--- config.mk ---
export PLATFORM = sky130hd
export DESIGN_NAME = delay_est
export DESIGN_NICKNAME = d
export VERILOG_FILES = /design/src/rtl/delay_est_pkg.sv /design/src/rtl/delay_est_corr_mac.sv /design/src/rtl/delay_est.sv
export SDC_FILE = /design/constraint.sdc
export NUM_CORES = 2
export LEC_CHECK = 0
export ABC_AREA = 1
export CAP_MARGIN = 20
export CORE_MARGIN = 5
export CORE_UTILIZATION = 39
export CTS_BUF_LIST = sky130_fd_sc_hd__clkbuf_16
export CTS_CLUSTER_DIAMETER = 30
export DETAILED_ROUTE_END_ITERATION = 10
export SLEW_MARGIN = 20
export SYNTH_ARGS = -nofsm -noshare
export SYNTH_HDL_FRONTEND = slang
export SYNTH_HIERARCHICAL = 1
export SYNTH_SLANG_ARGS = --single-unit
--- constraint.sdc ---
create_clock -name clk -period 18.9 [get_ports clk]
set_clock_uncertainty 0.2 [all_clocks]
set_input_delay 3.78 -clock clk [delete_from_list [all_inputs] [get_ports clk]]
set_output_delay 3.78 -clock clk [all_outputs]
set_load 0.02 [all_outputs]
--- src/rtl/delay_est_pkg.sv ---
// Shared types for the delay_est cross-correlation lag estimator:
// FSM state encoding and the accumulator width rule.
package delay_est_pkg;

    typedef enum logic [2:0] {
        ST_IDLE = 3'd0,
        ST_WAIT = 3'd1,
        ST_MAC  = 3'd2,
        ST_SCAN = 3'd3,
        ST_DONE = 3'd4
    } state_t;

    // A full-scale 32-bit product summed over 2^win_log2 samples needs win_log2 extra bits.
    function automatic int acc_width(input int win_log2);
        return 32 + win_log2;
    endfunction

endpackage

--- src/rtl/delay_est_corr_mac.sv ---
// corr_mac: registered 16x16 signed multiply followed by an accumulator add
// whose old-value operand can be replaced by zero (first sample of a window).
module corr_mac
    import delay_est_pkg::*;
#(
    parameter int ACC_W = acc_width(8)
) (
    input  logic                    clk,
    input  logic                    rst,
    input  logic                    issue,
    input  logic                    clr_in,
    input  logic signed [15:0]      a,
    input  logic signed [15:0]      b,
    input  logic signed [ACC_W-1:0] acc_in,
    output logic signed [ACC_W-1:0] sum,
    output logic                    wr
);
    logic signed [31:0]      prod_reg;
    logic                    clr_reg;
    logic                    wr_reg;
    logic signed [ACC_W-1:0] base;

    always_ff @(posedge clk) begin
        if (rst) begin
            prod_reg <= '0;
            clr_reg  <= 1'b0;
            wr_reg   <= 1'b0;
        end else begin
            prod_reg <= a * b;
            clr_reg  <= clr_in;
            wr_reg   <= issue;
        end
    end

    assign base = clr_reg ? '0 : acc_in;
    assign sum  = base + ACC_W'(prod_reg);
    assign wr   = wr_reg;

endmodule

--- src/rtl/delay_est.sv ---
// delay_est: cross-correlation lag estimator producing the delay-line sel code.
// Build option DELAY_EST_CONT_EN: after each estimate the next window starts without start.
module delay_est
    import delay_est_pkg::*;
#(
    parameter int N        = 4,
    parameter int L        = 16,
    parameter int WIN_LOG2 = 8
) (
    input  logic                                  clk,
    input  logic                                  rst,
    input  logic                                  start,
    input  logic signed [15:0]                    ref_in,
    input  logic signed [15:0]                    sig_in,
    input  logic                                  in_valid,
    output logic                                  in_ready,
    output logic                                  busy,
    output logic [N-1:0]                          sel,
    output logic signed [acc_width(WIN_LOG2)-1:0] peak,
    output logic                                  sel_valid
);
    localparam int           ACC_W  = acc_width(WIN_LOG2);
    localparam logic [N-1:0] K_LAST = N'(L - 1);
`ifdef DELAY_EST_CONT_EN
    localparam logic CONT_EN = 1'b1;
`else
    localparam logic CONT_EN = 1'b0;
`endif

    state_t                  state_reg, state_next;
    logic [N-1:0]            k_reg, wr_idx_reg, best_k_reg, sel_reg;
    logic [WIN_LOG2-1:0]     cnt_reg;
    logic signed [15:0]      sig_reg, ref_reg;
    logic signed [ACC_W-1:0] best_reg, peak_reg, mac_sum, scan_val;
    logic                    busy_reg, sel_valid_reg;
    logic                    last_k, mac_issue, mac_wr, shift;
    logic signed [15:0]      hist_w [L];
    logic signed [ACC_W-1:0] acc_w  [L];

    assign last_k    = (k_reg == K_LAST);
    assign mac_issue = (state_reg == ST_MAC);
    assign shift     = mac_issue && last_k;
    assign scan_val  = acc_w[k_reg];

    always_comb begin
        state_next = state_reg;
        case (state_reg)
            ST_IDLE: if (start) state_next = ST_WAIT;
            ST_WAIT: if (in_valid) state_next = ST_MAC;
            ST_MAC:  if (last_k) state_next = (cnt_reg == '1) ? ST_SCAN : ST_WAIT;
            ST_SCAN: if (last_k) state_next = ST_DONE;
            ST_DONE: state_next = CONT_EN ? ST_WAIT : ST_IDLE;
            default: state_next = ST_IDLE;
        endcase
    end

    always_ff @(posedge clk) begin
        if (rst) begin
            state_reg     <= ST_IDLE;
            k_reg         <= '0;
            wr_idx_reg    <= '0;
            cnt_reg       <= '0;
            sig_reg       <= '0;
            ref_reg       <= '0;
            best_reg      <= '0;
            best_k_reg    <= '0;
            busy_reg      <= 1'b0;
            sel_reg       <= '0;
            peak_reg      <= '0;
            sel_valid_reg <= 1'b0;
        end else begin
            state_reg     <= state_next;
            busy_reg      <= (state_next != ST_IDLE);
            sel_valid_reg <= 1'b0;
            case (state_reg)
                ST_IDLE: if (start) cnt_reg <= '0;
                ST_WAIT: begin
                    if (in_valid) begin
                        sig_reg <= sig_in;
                        ref_reg <= ref_in;
                    end
                end
                ST_MAC: begin
                    wr_idx_reg <= k_reg;
                    k_reg      <= last_k ? '0 : k_reg + 1'b1;
                    if (last_k) cnt_reg <= cnt_reg + 1'b1;
                end
                ST_SCAN: begin
                    k_reg <= last_k ? '0 : k_reg + 1'b1;
                    // Strict compare keeps the earliest lag on ties.
                    if (k_reg == '0 || scan_val > best_reg) begin
                        best_reg   <= scan_val;
                        best_k_reg <= k_reg;
                    end
                end
                ST_DONE: begin
                    sel_reg       <= best_k_reg;
                    peak_reg      <= best_reg;
                    sel_valid_reg <= 1'b1;
                    cnt_reg       <= '0;
                end
                default: ;
            endcase
        end
    end

    // Product is registered, so each accumulator write lands one cycle after its lag was issued.
    corr_mac #(.ACC_W(ACC_W)) u_mac (
        .clk    (clk),
        .rst    (rst),
        .issue  (mac_issue),
        .clr_in (cnt_reg == '0),
        .a      (hist_w[k_reg]),
        .b      (sig_reg),
        .acc_in (acc_w[wr_idx_reg]),
        .sum    (mac_sum),
        .wr     (mac_wr)
    );

    generate
        for (genvar gi = 0; gi < L; gi++) begin : g_lag
            logic signed [15:0]      hist_q, hist_src;
            logic signed [ACC_W-1:0] acc_q;

            if (gi == 0) begin : g_head
                assign hist_src = ref_reg;
            end else begin : g_tail
                assign hist_src = hist_w[gi-1];
            end

            always_ff @(posedge clk) begin
                if (rst) begin
                    hist_q <= '0;
                    acc_q  <= '0;
                end else begin
                    if (shift) hist_q <= hist_src;
                    if (mac_wr && wr_idx_reg == N'(gi)) acc_q <= mac_sum;
                end
            end

            assign hist_w[gi] = hist_q;
            assign acc_w[gi]  = acc_q;
        end
    endgenerate

    assign in_ready  = (state_reg == ST_WAIT);
    assign busy      = busy_reg;
    assign sel       = sel_reg;
    assign peak      = peak_reg;
    assign sel_valid = sel_valid_reg;

endmodule

==> results.toml <==
[global_routing]
antenna_found_initial = 4
grt_pass1_vias = 60100
gr-total-overflow = 0
grt_pass1_wl_mm = 356
grt_usage_pct = 26.0
grt_start_max_net_pins = 230

[power_and_ir_drop]
p_per_area_nw_per_um2 = 93.4
p_leak_nw = 33.6
ir_drop_uv = 88.9

[floorplanning]
pin_count = 83
dieArea_um2 = 172000
dieWidth_um = 415
initial_core_util_pct = 39.2
rows = 148
core_um2 = 163000
die_y_um = 415

[sta]
setup_tns_ns = 0
report.final.slew_viol_count = 0
timing.hold.ws_ns = 0.252
worst_pin_slew_ns = 1.19
slew_headroom_pct = 20.4
hold_viol_final = 0
setup_violations = 0
post-route-period-util_pct = 46.2
rsz0062_at_grt = "no"
period_needed_ns = 8.73
fmax_ghz = 0.115

[synthesis]
ys_seq_elements = 1071
synth.distinct_cells = 52
syn-num-nets = 9803
yosysTopAreaCell = "dfxtp_1"
yosys_warnings = 6
yosysSeqAreaShare_pct = 33.6
syn-instance-count = 9339
netlist_top_cells_area = "dfxtp_1 34%, o21ai_0 11%, nor2_1 11%, fa_1 8.2%, nand2_1 6.8%"
synth_top_area_share_pct = 33.6
synth.cell_area_um2 = 63900
avgSynthCellArea_um2 = 6.84

[cts]
numClockSinks = 1071
cts_post_setup_buffers_inserted = 0
hold_buffers = 0
post_cts_resized = 0
clkTransAtPathRegs_ns = 0.05
cts_buffer_depth = 3
clock_latency_ns = 0.83
h-tree-depth = 4
cts_tree = "done"
cts-root-buf = "clkbuf_16"
numCtsBuffers = 215

[detailed_routing]
drt_first_pass_iters = 6
totalWireLength_mm = 234
wl_per_cell_um = 20.5
viasPerCell = 5.54
antenna_left = 0
vias = 63200
first_iter_violations = 7154
drt_drc_violations_left = 0

[placed_design]
place_inst = 11000
place.detailed.hpwl_mm = 139
io_buffers = 82
place.gp.congestion = 0.903
post_dp_cell_area_um2 = 65700

[layout]
top_register = "g_lag.acc_q"
final_area_um2 = 73200
largest_reg_flops = 640
reg_top3 = "g_lag.acc_q: 640 flops, g_lag.hist_q: 240 flops"
area_delta_synth_final_pct = 14.7
nets = 9518
drive_above_1_share_pct = 6.95
fillCellCount = 16300
final_core_util_pct = 45.0
fin_cells = 11400

[worst_setup_path]
slowest_delay_ns = 0.90
worst_path_max_delay_cell = "buf_4"
cp_data_required_time_ns = 19.37
cp_common_cell = "nand2_1"
crit_fanout = 229
path_class = "flip-flop to flip-flop"
start_kind = "flip-flop"
arrival_ns = 9.21
crit_path_end_kind = "flip-flop"

[run]
drv_cap = 0

[hold_path]
hold_path_class = "flip-flop to flip-flop"

[status]
status = "completed"
-- cell usage in the layout (no fill, tap or decap), drive strengths merged, types with 4 or more instances in the layout --
master / Yosys / final
xor2: 17 / 17
o21bai: 15 / 15
buf: 136 / 113
clkinv: 4 / 102
clkbuf: 560 / 217
or2: 4 / 4
nor2: 1826 / 1826
o21a: 7 / 7
o21ai: 1505 / 1505
nand2: 1181 / 1181
fa: 263 / 263
nand3: 148 / 148
nor3: 13 / 13
a22oi: 316 / 316
or4: 39 / 39
inv: 1049 / 1079
o22ai: 64 / 64
dfxtp: 1071 / 1071
ha: 165 / 165
a21oi: 848 / 848
clkinvlp: 0 / 26
bufinv: 0 / 34
o221ai: 4 / 4
clkdlybuf4s50: 0 / 81
a21o: 6 / 6
nand4: 75 / 75
-- per-stage QoR --
stage          setup WS, ns  total power, mW
6_report              10.17             6.84
4_1_cts               10.18             6.87
5_1_grt                9.63             7.05
3_5_place_dp          10.33             2.95
3_3_place_gp          10.41             2.95
2_1_floorplan         11.93             2.74
-- cells by family (layout without fill, tap and decap cells) --
family                     after synthesis  count (layout)  share of synthesized area (%)
and+or+nand+nor                       3297            3297                           20.7
AOI/OAI and AO/OA                     2774            2774                           23.3
buffers and inverters                 1749            1652                           10.7
DFF                                   1071            1071                           33.6
adders and majority gates              428             428                           11.5
xor gates and xnor gates                20              20                          0.274
other                                    0               2                              0
-- final cells by class --
type                    instances  area (µm²)  area share (%)
multi-input cells            6519       35800            48.8
flip-flops and latches       1071       21400            29.3
clock buffers                 217        5430            7.41
inverters                    1053        3990            5.45
well taps                    2175        2720            3.72
clock inverters               188        2120            2.89
repair buffers                194        1750            2.39
diodes                          2        5.00         0.00683
-- power breakdown --
| part | internal, mW | total, mW | switching (mW) | leakage [nW] |
|---|---|---|---|---|
| sequential | 2.28 | 2.30 | 0.0230 | 8.63 |
| combinational | 0.158 | 0.620 | 0.462 | 21.3 |
| clock | 2.56 | 3.92 | 1.36 | 3.68 |
| total | 5.00 | 6.84 | 1.84 | 33.6 |
-- worst max-delay path: cells and delay by family, from the launching register on --
kind                       cells  cell delay [ns]
DFF                            1             0.47
buffers and inverters          8             2.64
adders and majority gates      7             3.43
and+or+nand+nor               12             1.17
AOI/OAI and AO/OA              3             0.50
-- per-layer routing --
layer  part of all wire (%)  global-route usage, %
met5                      0                      0
met4                    6.7                   15.8
met3                    8.8                   4.30
met2                     44                   40.6
met1                     41                   33.8
-- final timing paths --
kind / startpoint / endpoint / slack [ns] / cells past startpoint
min: g_lag[0].hist_src[3]$_SDFFE_PP0P_ / g_lag[0].hist_q[3]$_SDFFE_PP0P_ / 0.25 / 2
min reg2reg: g_lag[0].hist_src[3]$_SDFFE_PP0P_ / g_lag[0].hist_q[3]$_SDFFE_PP0P_ / 0.25 / 2
max: k_reg[0]$_SDFFE_PP0P_ / u_mac/prod_reg[21]$_SDFF_PP0_ / 10.17 / 30
max reg2reg: k_reg[0]$_SDFFE_PP0P_ / u_mac/prod_reg[21]$_SDFF_PP0_ / 10.17 / 30
-- Yosys cell counts (all sizes together) --
library cell and count:
or2 4, dfxtp 1071, a22oi 316, a21boi 1
or4 39, xor2 17, fa 263, nor3b 1
o32ai 1, a21oi 848, nor2 1826, buf 136
clkbuf 560, o22ai 64, nor3 13, ha 165
a211oi 3, clkinv 4, o221ai 4, nand2 1181
a21o 6, o21ai 1505, xnor2 3, nand3 148
inv 1049, o21bai 15, and2 3, nand3b 3
o21a 7, a311oi 1, and3 1, nor4 3
a31oi 2, a221oi 1, nand4 75
(Power assumes the default switching activity.)
